### src/rtl/mem_rd_arbiter.sv
// Two-requester read arbiter: icache refill and dcache/LSU reads share one
// single-beat memory read port, one transaction outstanding at a time.
// Contention is resolved round-robin against the last completed owner.
//
// state  | meaning
// -------+--------------------------------------------------------------
// S_IDLE | no owner; arbitrate and accept one request
// S_AR   | owner's address presented on m_ar_*, waiting for m_ar_ready
// S_R    | address taken; memory data routed straight to the owner
module mem_rd_arbiter #(
    parameter int ADDR_WIDTH = 32,
    parameter int DATA_WIDTH = 64
) (
    input  logic                  clk,
    input  logic                  rst,

    input  logic                  i_ar_valid,
    output logic                  i_ar_ready,
    input  logic [ADDR_WIDTH-1:0] i_ar_addr,
    output logic                  i_r_valid,
    input  logic                  i_r_ready,

    input  logic                  d_ar_valid,
    output logic                  d_ar_ready,
    input  logic [ADDR_WIDTH-1:0] d_ar_addr,
    output logic                  d_r_valid,
    input  logic                  d_r_ready,

    output logic [DATA_WIDTH-1:0] s_r_data,
    output logic [1:0]            s_r_resp,

    output logic                  m_ar_valid,
    input  logic                  m_ar_ready,
    output logic [ADDR_WIDTH-1:0] m_ar_addr,
    input  logic                  m_r_valid,
    output logic                  m_r_ready,
    input  logic [1:0]            m_r_resp,
    input  logic [DATA_WIDTH-1:0] m_r_data,

    output logic [1:0]            grant_o
);

    typedef enum logic [1:0] {
        S_IDLE = 2'd0,
        S_AR   = 2'd1,
        S_R    = 2'd2
    } state_t;

    localparam logic [1:0] OWN_NONE = 2'b00;
    localparam logic [1:0] OWN_I    = 2'b01;
    localparam logic [1:0] OWN_D    = 2'b10;

    state_t                state_q, state_d;
    logic [1:0]            owner_q, owner_d;
    // 0 = icache completed last, 1 = dcache completed last
    logic                  last_grant_q, last_grant_d;
    logic                  m_ar_valid_q, m_ar_valid_d;
    logic [ADDR_WIDTH-1:0] m_ar_addr_q, m_ar_addr_d;

    logic                  pick_i, pick_dc;
    logic                  in_r;

    // Arbitration: a lone requester wins; on a tie the one that did not
    // complete last wins (reset value makes dcache win the first tie).
    always_comb begin
        pick_i  = 1'b0;
        pick_dc = 1'b0;
        if (state_q == S_IDLE) begin
            if (i_ar_valid && d_ar_valid) begin
                if (last_grant_q) begin
                    pick_i = 1'b1;
                end else begin
                    pick_dc = 1'b1;
                end
            end else if (i_ar_valid) begin
                pick_i = 1'b1;
            end else if (d_ar_valid) begin
                pick_dc = 1'b1;
            end
        end
    end

    assign i_ar_ready = pick_i;
    assign d_ar_ready = pick_dc;

    // Read data path is a pure passthrough to whichever requester owns the port.
    assign in_r      = (state_q == S_R);
    assign m_r_ready = in_r & ((owner_q[0] & i_r_ready) | (owner_q[1] & d_r_ready));
    assign i_r_valid = in_r & owner_q[0] & m_r_valid;
    assign d_r_valid = in_r & owner_q[1] & m_r_valid;
    assign s_r_data  = m_r_data;
    assign s_r_resp  = m_r_resp;

    assign m_ar_valid = m_ar_valid_q;
    assign m_ar_addr  = m_ar_addr_q;
    assign grant_o    = owner_q;

    // Next-state and registered-output computation.
    always_comb begin
        state_d      = state_q;
        owner_d      = owner_q;
        last_grant_d = last_grant_q;
        m_ar_valid_d = m_ar_valid_q;
        m_ar_addr_d  = m_ar_addr_q;
        case (state_q)
            S_IDLE: begin
                if (pick_i || pick_dc) begin
                    state_d      = S_AR;
                    owner_d      = pick_dc ? OWN_D : OWN_I;
                    m_ar_valid_d = 1'b1;
                    m_ar_addr_d  = pick_dc ? d_ar_addr : i_ar_addr;
                end
            end
            S_AR: begin
                if (m_ar_ready) begin
                    m_ar_valid_d = 1'b0;
                    state_d      = S_R;
                end
            end
            S_R: begin
                if (m_r_valid && m_r_ready) begin
                    last_grant_d = owner_q[1];
                    owner_d      = OWN_NONE;
                    state_d      = S_IDLE;
                end
            end
            default: begin
                state_d      = S_IDLE;
                owner_d      = OWN_NONE;
                m_ar_valid_d = 1'b0;
            end
        endcase
    end

    // State register; reset abandons any in-flight memory read.
    always_ff @(posedge clk or negedge rst) begin
        if (!rst) begin
            state_q      <= S_IDLE;
            owner_q      <= OWN_NONE;
            last_grant_q <= 1'b0;
            m_ar_valid_q <= 1'b0;
            m_ar_addr_q  <= '0;
        end else begin
            state_q      <= state_d;
            owner_q      <= owner_d;
            last_grant_q <= last_grant_d;
            m_ar_valid_q <= m_ar_valid_d;
            m_ar_addr_q  <= m_ar_addr_d;
        end
    end

endmodule

### config.mk
export PLATFORM = sky130hd
export DESIGN_NAME = mem_rd_arbiter
export DESIGN_NICKNAME = d
export VERILOG_FILES = /design/src/rtl/mem_rd_arbiter.sv
export SDC_FILE = /design/constraint.sdc
export NUM_CORES = 1
export LEC_CHECK = 0
export ABC_CLOCK_PERIOD_IN_PS = 1800
export CELL_PAD_IN_SITES_DETAIL_PLACEMENT = 1
export CELL_PAD_IN_SITES_GLOBAL_PLACEMENT = 2
export CORE_UTILIZATION = 14
export CTS_CLUSTER_DIAMETER = 60
export DETAILED_ROUTE_END_ITERATION = 6
export PLACE_DENSITY = 0.79
export SLEW_MARGIN = 10
export SYNTH_ARGS = -nofsm -noshare
export SYNTH_HDL_FRONTEND = slang
export SYNTH_SLANG_ARGS = --single-unit
### constraint.sdc
create_clock -name clk -period 1.8 [get_ports clk]
set_input_delay 0.27 -clock clk [delete_from_list [all_inputs] [get_ports clk]]
set_output_delay 0.27 -clock clk [all_outputs]
set_load 0.02 [all_outputs]
# Word-level counts from Yosys, hierarchy flattened
# Index checks and enable logic that the tools add are counted.
# totals
wordCells	49
input_bits	138
output_inout_bits	106
regBits	38
# op_classes
n_reduce_logical	9
muxes	20
n_eq_ne	5
bitwise	10
# ops
operator	count
$mux 32	1
$pmux 2 s3	2
$mux 1	11
$mux 2	5
$reduce_and 3->1	3
$and 1x1->1	7
$ne 2x1->1 const B	2
$reduce_and 2->1	2
$pmux 1 s3	1
$eq 2x1->1 const B	1
$eq 2x2->1 const B	1
$logic_and 1x1->1	2
$logic_not 2->1	1
$ne 2x2->1 const B	1
$not 1->1	2
$logic_or 1x1->1	1
$or 1x1->1	1

# Depth between registers and ports, before layout
# depth
ltp_word	7
ltp_mapped	6
ltp_nobuf	3

# Least setup slack after synthesis
# No wires, ideal clock.
# synth_path
path_kind	reg-to-output
from	register state_q[0]
to	output port d_ar_ready
path_stages_with_launch	4
slack_ns	0.280
t_arrival_ns	1.250
required_ns	1.530
path_buffers	1
cell_sequence	dfrtp_1 > a211oi_4 > clkbuf_1 > and2_1
# synth_via
elab_chain_len	2
# synth_lines
item	line_no	text
start, declared	53	state_t state_q, state_d;
start signal, assigned	144	state_q <= state_d;
$logic_not 2->1	68	if (state_q == S_IDLE) begin
$mux 1	68	
end, declared	24	output logic d_ar_ready,
# Every way passes these cells.

# Final worst setup path
# layout_path
from	register state_q[0]
to	output port d_r_valid
# layout_via
elab_chain_len	3
# layout_lines
item	line_no	text
$eq 2x2->1	87	assign in_r = (state_q == S_R);
$and 1x1->1 (2 in series)	90	assign d_r_valid = in_r & owner_q[1] & m_r_valid;
end, declared	26	output logic d_r_valid,
# Every way passes these cells.

==> impl_metrics.py <==
metrics = {
    "timing": {
        "clock_skew_ps": 1.581,
        "layout_worst_path_cycle_share_pct": 97.08,
        "worst-slew-pin-transition_ps": 453.0,
        "timing.slew.headroom_pct": 69.80,
        "rsz0062_at_grt": "no",
        "drv_slew": 0,
        "final.min_clock_period_ps": 1747,
        "fmaxAchievable_mhz": 572.3,
        "fin_ws_ps": 52.51,
        "final_hold_viol_count": 0,
        "tns_ps": 0,
        "timing.final.setup_violations": 0,
    },
    "worst_hold_path": {
        "holdCritPathClass": "in2async",
    },
    "finish": {
        "postLayoutCellArea_um2": 3477,
        "seqCellArea_um2": 952.2,
        "drive_above_1_share_pct": 16.36,
        "fillers": 1814,
        "layout-area-overhead-vs-synth_pct": 51.20,
        "final-instance-count-excl-fill": 491,
        "multi_input_comb_area_um2": 740.7,
        "final_net_count": 412,
        "diodes": 0,
    },
    "worst_setup_path": {
        "timing.critical_path.buf_inv": 1,
        "path_cells": "and2b_2 -> and3_1 -> clkdlybuf4s15_2",
        "end_kind": "primary output",
        "worst_path_largest_cell_delay_ps": 460,
        "criticalPathCategory": "reg2out",
        "cp.required_ps": 1530,
        "timing.critical_path.slowest_stage_cell": "sky130_fd_sc_hd__dfrtp_2",
        "critical_path_fanouts_max": 5,
        "critical_path.top_delay_family": "flip-flops",
        "timing.critical_path.from_type": "register",
        "worstPathArrival_ps": 1480,
    },
    "outcome": {
        "run_status": "complete, no violations",
    },
    "synthesis": {
        "postSynth.topFlopCell": "sky130_fd_sc_hd__dfrtp_1",
        "synth.cell_area_um2": 2300,
        "postSynth.asyncResetShare_pct": 100.0,
        "synth-seq-cells": 38,
        "postSynthAreaPerCell_um2": 10.65,
        "synth_enable_flop_cells": 0,
        "synth_cell_type_count": 33,
        "syn_nets": 354,
        "synth_top_cell_by_area": "sky130_fd_sc_hd__dfrtp_1",
        "synth_top_area_share_pct": 41.35,
        "synth.area.top_cells": "sky130_fd_sc_hd__dfrtp_1 41%, sky130_fd_sc_hd__buf_4 22%, sky130_fd_sc_hd__a221o_1 12%",
        "synth_seq_area_share_pct": 41.35,
        "synth_warnings": 0,
        "postSynthCellCount": 216,
    },
    "placed_design": {
        "port_buffers": 111,
        "dpl.hpwl_mm": 5.778,
        "placed_area_um2": 3271,
        "gp_congestion": 0.6610,
        "place.detailed.instances": 482,
        "placement.setup.worst_slack_ps": -258.6,
    },
    "grt": {
        "antenna_found_initial": 0,
        "pin_count_of_the_biggest_net_entering_global_routing": 34,
        "overflow": 0,
        "first_global_vias": 2063,
        "grt.total_usage_pct": 9.157,
        "grt_first_pass_wirelength_mm": 11.32,
    },
    "pwr": {
        "p_switching_mw": 2.052,
        "sw_frac_of_total_pct": 36.09,
        "intPower_mw": 3.634,
        "fin_total_pwr_mw": 5.686,
        "total_leakage_power_nw": 1.503,
        "p_per_area_nw_per_um2": 1635,
        "comb_power_share_pct": 51.4,
        "power.sequential.fraction_pct": 27.5,
        "vdd_drop_max_uv": 439.1,
        "clkPwrFrac_pct": 21.1,
    },
    "clock_network": {
        "cts_htree_levels": 2,
        "clock_tree.buffer_depth": 2,
        "cts_made_buffers": 5,
        "clock-sinks": 38,
        "cts.reportedPaths.clkPinSlew_ps": 60,
        "cts_tree": "done",
        "root_buffer": "sky130_fd_sc_hd__clkbuf_16",
        "clk_latency_ps": 290,
    },
    "drt": {
        "dr.first_iter.drc_count": 67,
        "route.antenna.remaining_nets": 0,
        "vias": 1937,
        "drcViolationCount": 0,
        "avgViaCountPerCell": 3.945,
        "drt_pass1_iterations": 4,
        "routed_wl_mm": 8.003,
        "wl_per_cell_um": 16.30,
    },
    "floorplan": {
        "start_util_pct": 14.42,
        "fp-row-count": 46,
        "chipHeight_um": 130.2,
        "overall_die_area_um2": 16940,
        "io_pins": 244,
        "die_w_um": 130.2,
        "placeableCoreArea_um2": 15940,
    },
    "flow_run": {
        "drv_cap": 0,
    },
}
[stage by stage]
stage | hold WS (ps) | util [%]
2_1_floorplan | -25.59 | -
3_3_place_gp | 196.7 | 20.51
3_5_place_dp | 199.7 | 20.51
4_1_cts | 449.7 | 21.83
5_1_grt | 490.5 | 21.81
6_report | 439.4 | 21.81
[worst paths after layout]
| kind | start | to | slack (ps) | cells after the start |
|---|---|---|---|---|
| min in group clk | m_ar_addr[31]$_DFFE_PN0P_ | m_ar_addr[31]$_DFFE_PN0P_ | 510 | 1 |
| max in group asynchronous | rst | m_ar_addr[31]$_DFFE_PN0P_ | 900 | 3 |
| hold / removal | rst | m_ar_addr[10]$_DFFE_PN0P_ | 440 | 2 |
| setup / recovery | state_q[0]$_DFFE_PN0P_ | d_r_valid | 50 | 3 |
| setup reg to reg | last_grant_q$_DFFE_PN0P_ | m_ar_addr[2]$_DFFE_PN0P_ | 140 | 4 |
| hold reg to reg | m_ar_addr[31]$_DFFE_PN0P_ | m_ar_addr[31]$_DFFE_PN0P_ | 510 | 1 |
[repair_timing]
action                     4_1_cts  5_1_grt
hold buffers                     1        0
buffers inserted                 0        0
resized for setup               11        2
hold endpoints to repair        11        0
pin swaps                        0        0
setup endpoints to repair        5        2
[synthesized netlist by cell type, drive strengths merged (2+ instances only)]
| master | n |
|---|---|
| a211oi | 3 |
| inv | 4 |
| clkbuf | 9 |
| buf | 72 |
| nand2 | 2 |
| a22oi | 2 |
| nor3 | 2 |
| a221o | 32 |
| and3 | 34 |
| nor2 | 3 |
| dfrtp | 38 |
| nand2b | 2 |
| o21ai | 3 |
[cell usage in the layout, fill, tap and decap left out, types with 3 or more instances in the layout]
master and n:
sky130_fd_sc_hd__a221o_1 28, sky130_fd_sc_hd__clkdlybuf4s50_1 105, sky130_fd_sc_hd__buf_12 3, sky130_fd_sc_hd__a221o_2 4, sky130_fd_sc_hd__dfrtp_1 37, sky130_fd_sc_hd__buf_4 17, sky130_fd_sc_hd__and3_1 33, sky130_fd_sc_hd__inv_1 4
sky130_fd_sc_hd__clkbuf_16 5
[power groups by stage]
stage	clock, mW	combinational (mW)	sequential, mW
after floorplan	0	1.26	1.98
final	1.20	2.92	1.56
after global placement	0	2.90	1.57
after detailed placement	0	2.97	1.57
after CTS	1.26	2.98	1.57
after global routing	1.28	3.15	1.61
[cell families after synthesis]
| family | synth area share, % |
|---|---|
| compound gates | 19.21 |
| buf+inv | 26.60 |
| flops | 41.35 |
| simple gates | 12.84 |
[registers in the layout (all words and copies together) (netlist names)]
name	count
grant_o	2
m_ar_valid	1
m_ar_addr	32
state_q	2
last_grant_q	1
[final cells by class]
| cell class | count | share of cell area, % |
|---|---|---|
| Clock buffer | 6 | 3.994 |
| Multi-Input combinational cell | 93 | 21.30 |
| Clock inverter | 2 | 1.727 |
| Timing Repair Buffer | 132 | 37.39 |
| Tap cell | 216 | 7.773 |
| Inverter | 4 | 0.4318 |
| Sequential cell | 38 | 27.38 |
[worst reg2reg max path: stages, from the launching register on]
cell                       delay, ps
sky130_fd_sc_hd__dfrtp_1         450
sky130_fd_sc_hd__nand2b_4        170
sky130_fd_sc_hd__and3_4          200
sky130_fd_sc_hd__buf_4           270
sky130_fd_sc_hd__a221o_2         450
[routing by layer]
metal / global-route usage (%) / vias up / routed length, µm / share of wire [%]
li1: - / 846 / - / -
met5: 0 / - / 0 / 0
met1: 9.556 / 944 / 3022 / 38
met3: 3.157 / 31 / 870 / 11
met4: 5.472 / 0 / 231 / 2.9
met2: 15.89 / 116 / 3879 / 48
No activity file was read; power rests on OpenSTA's default activity.
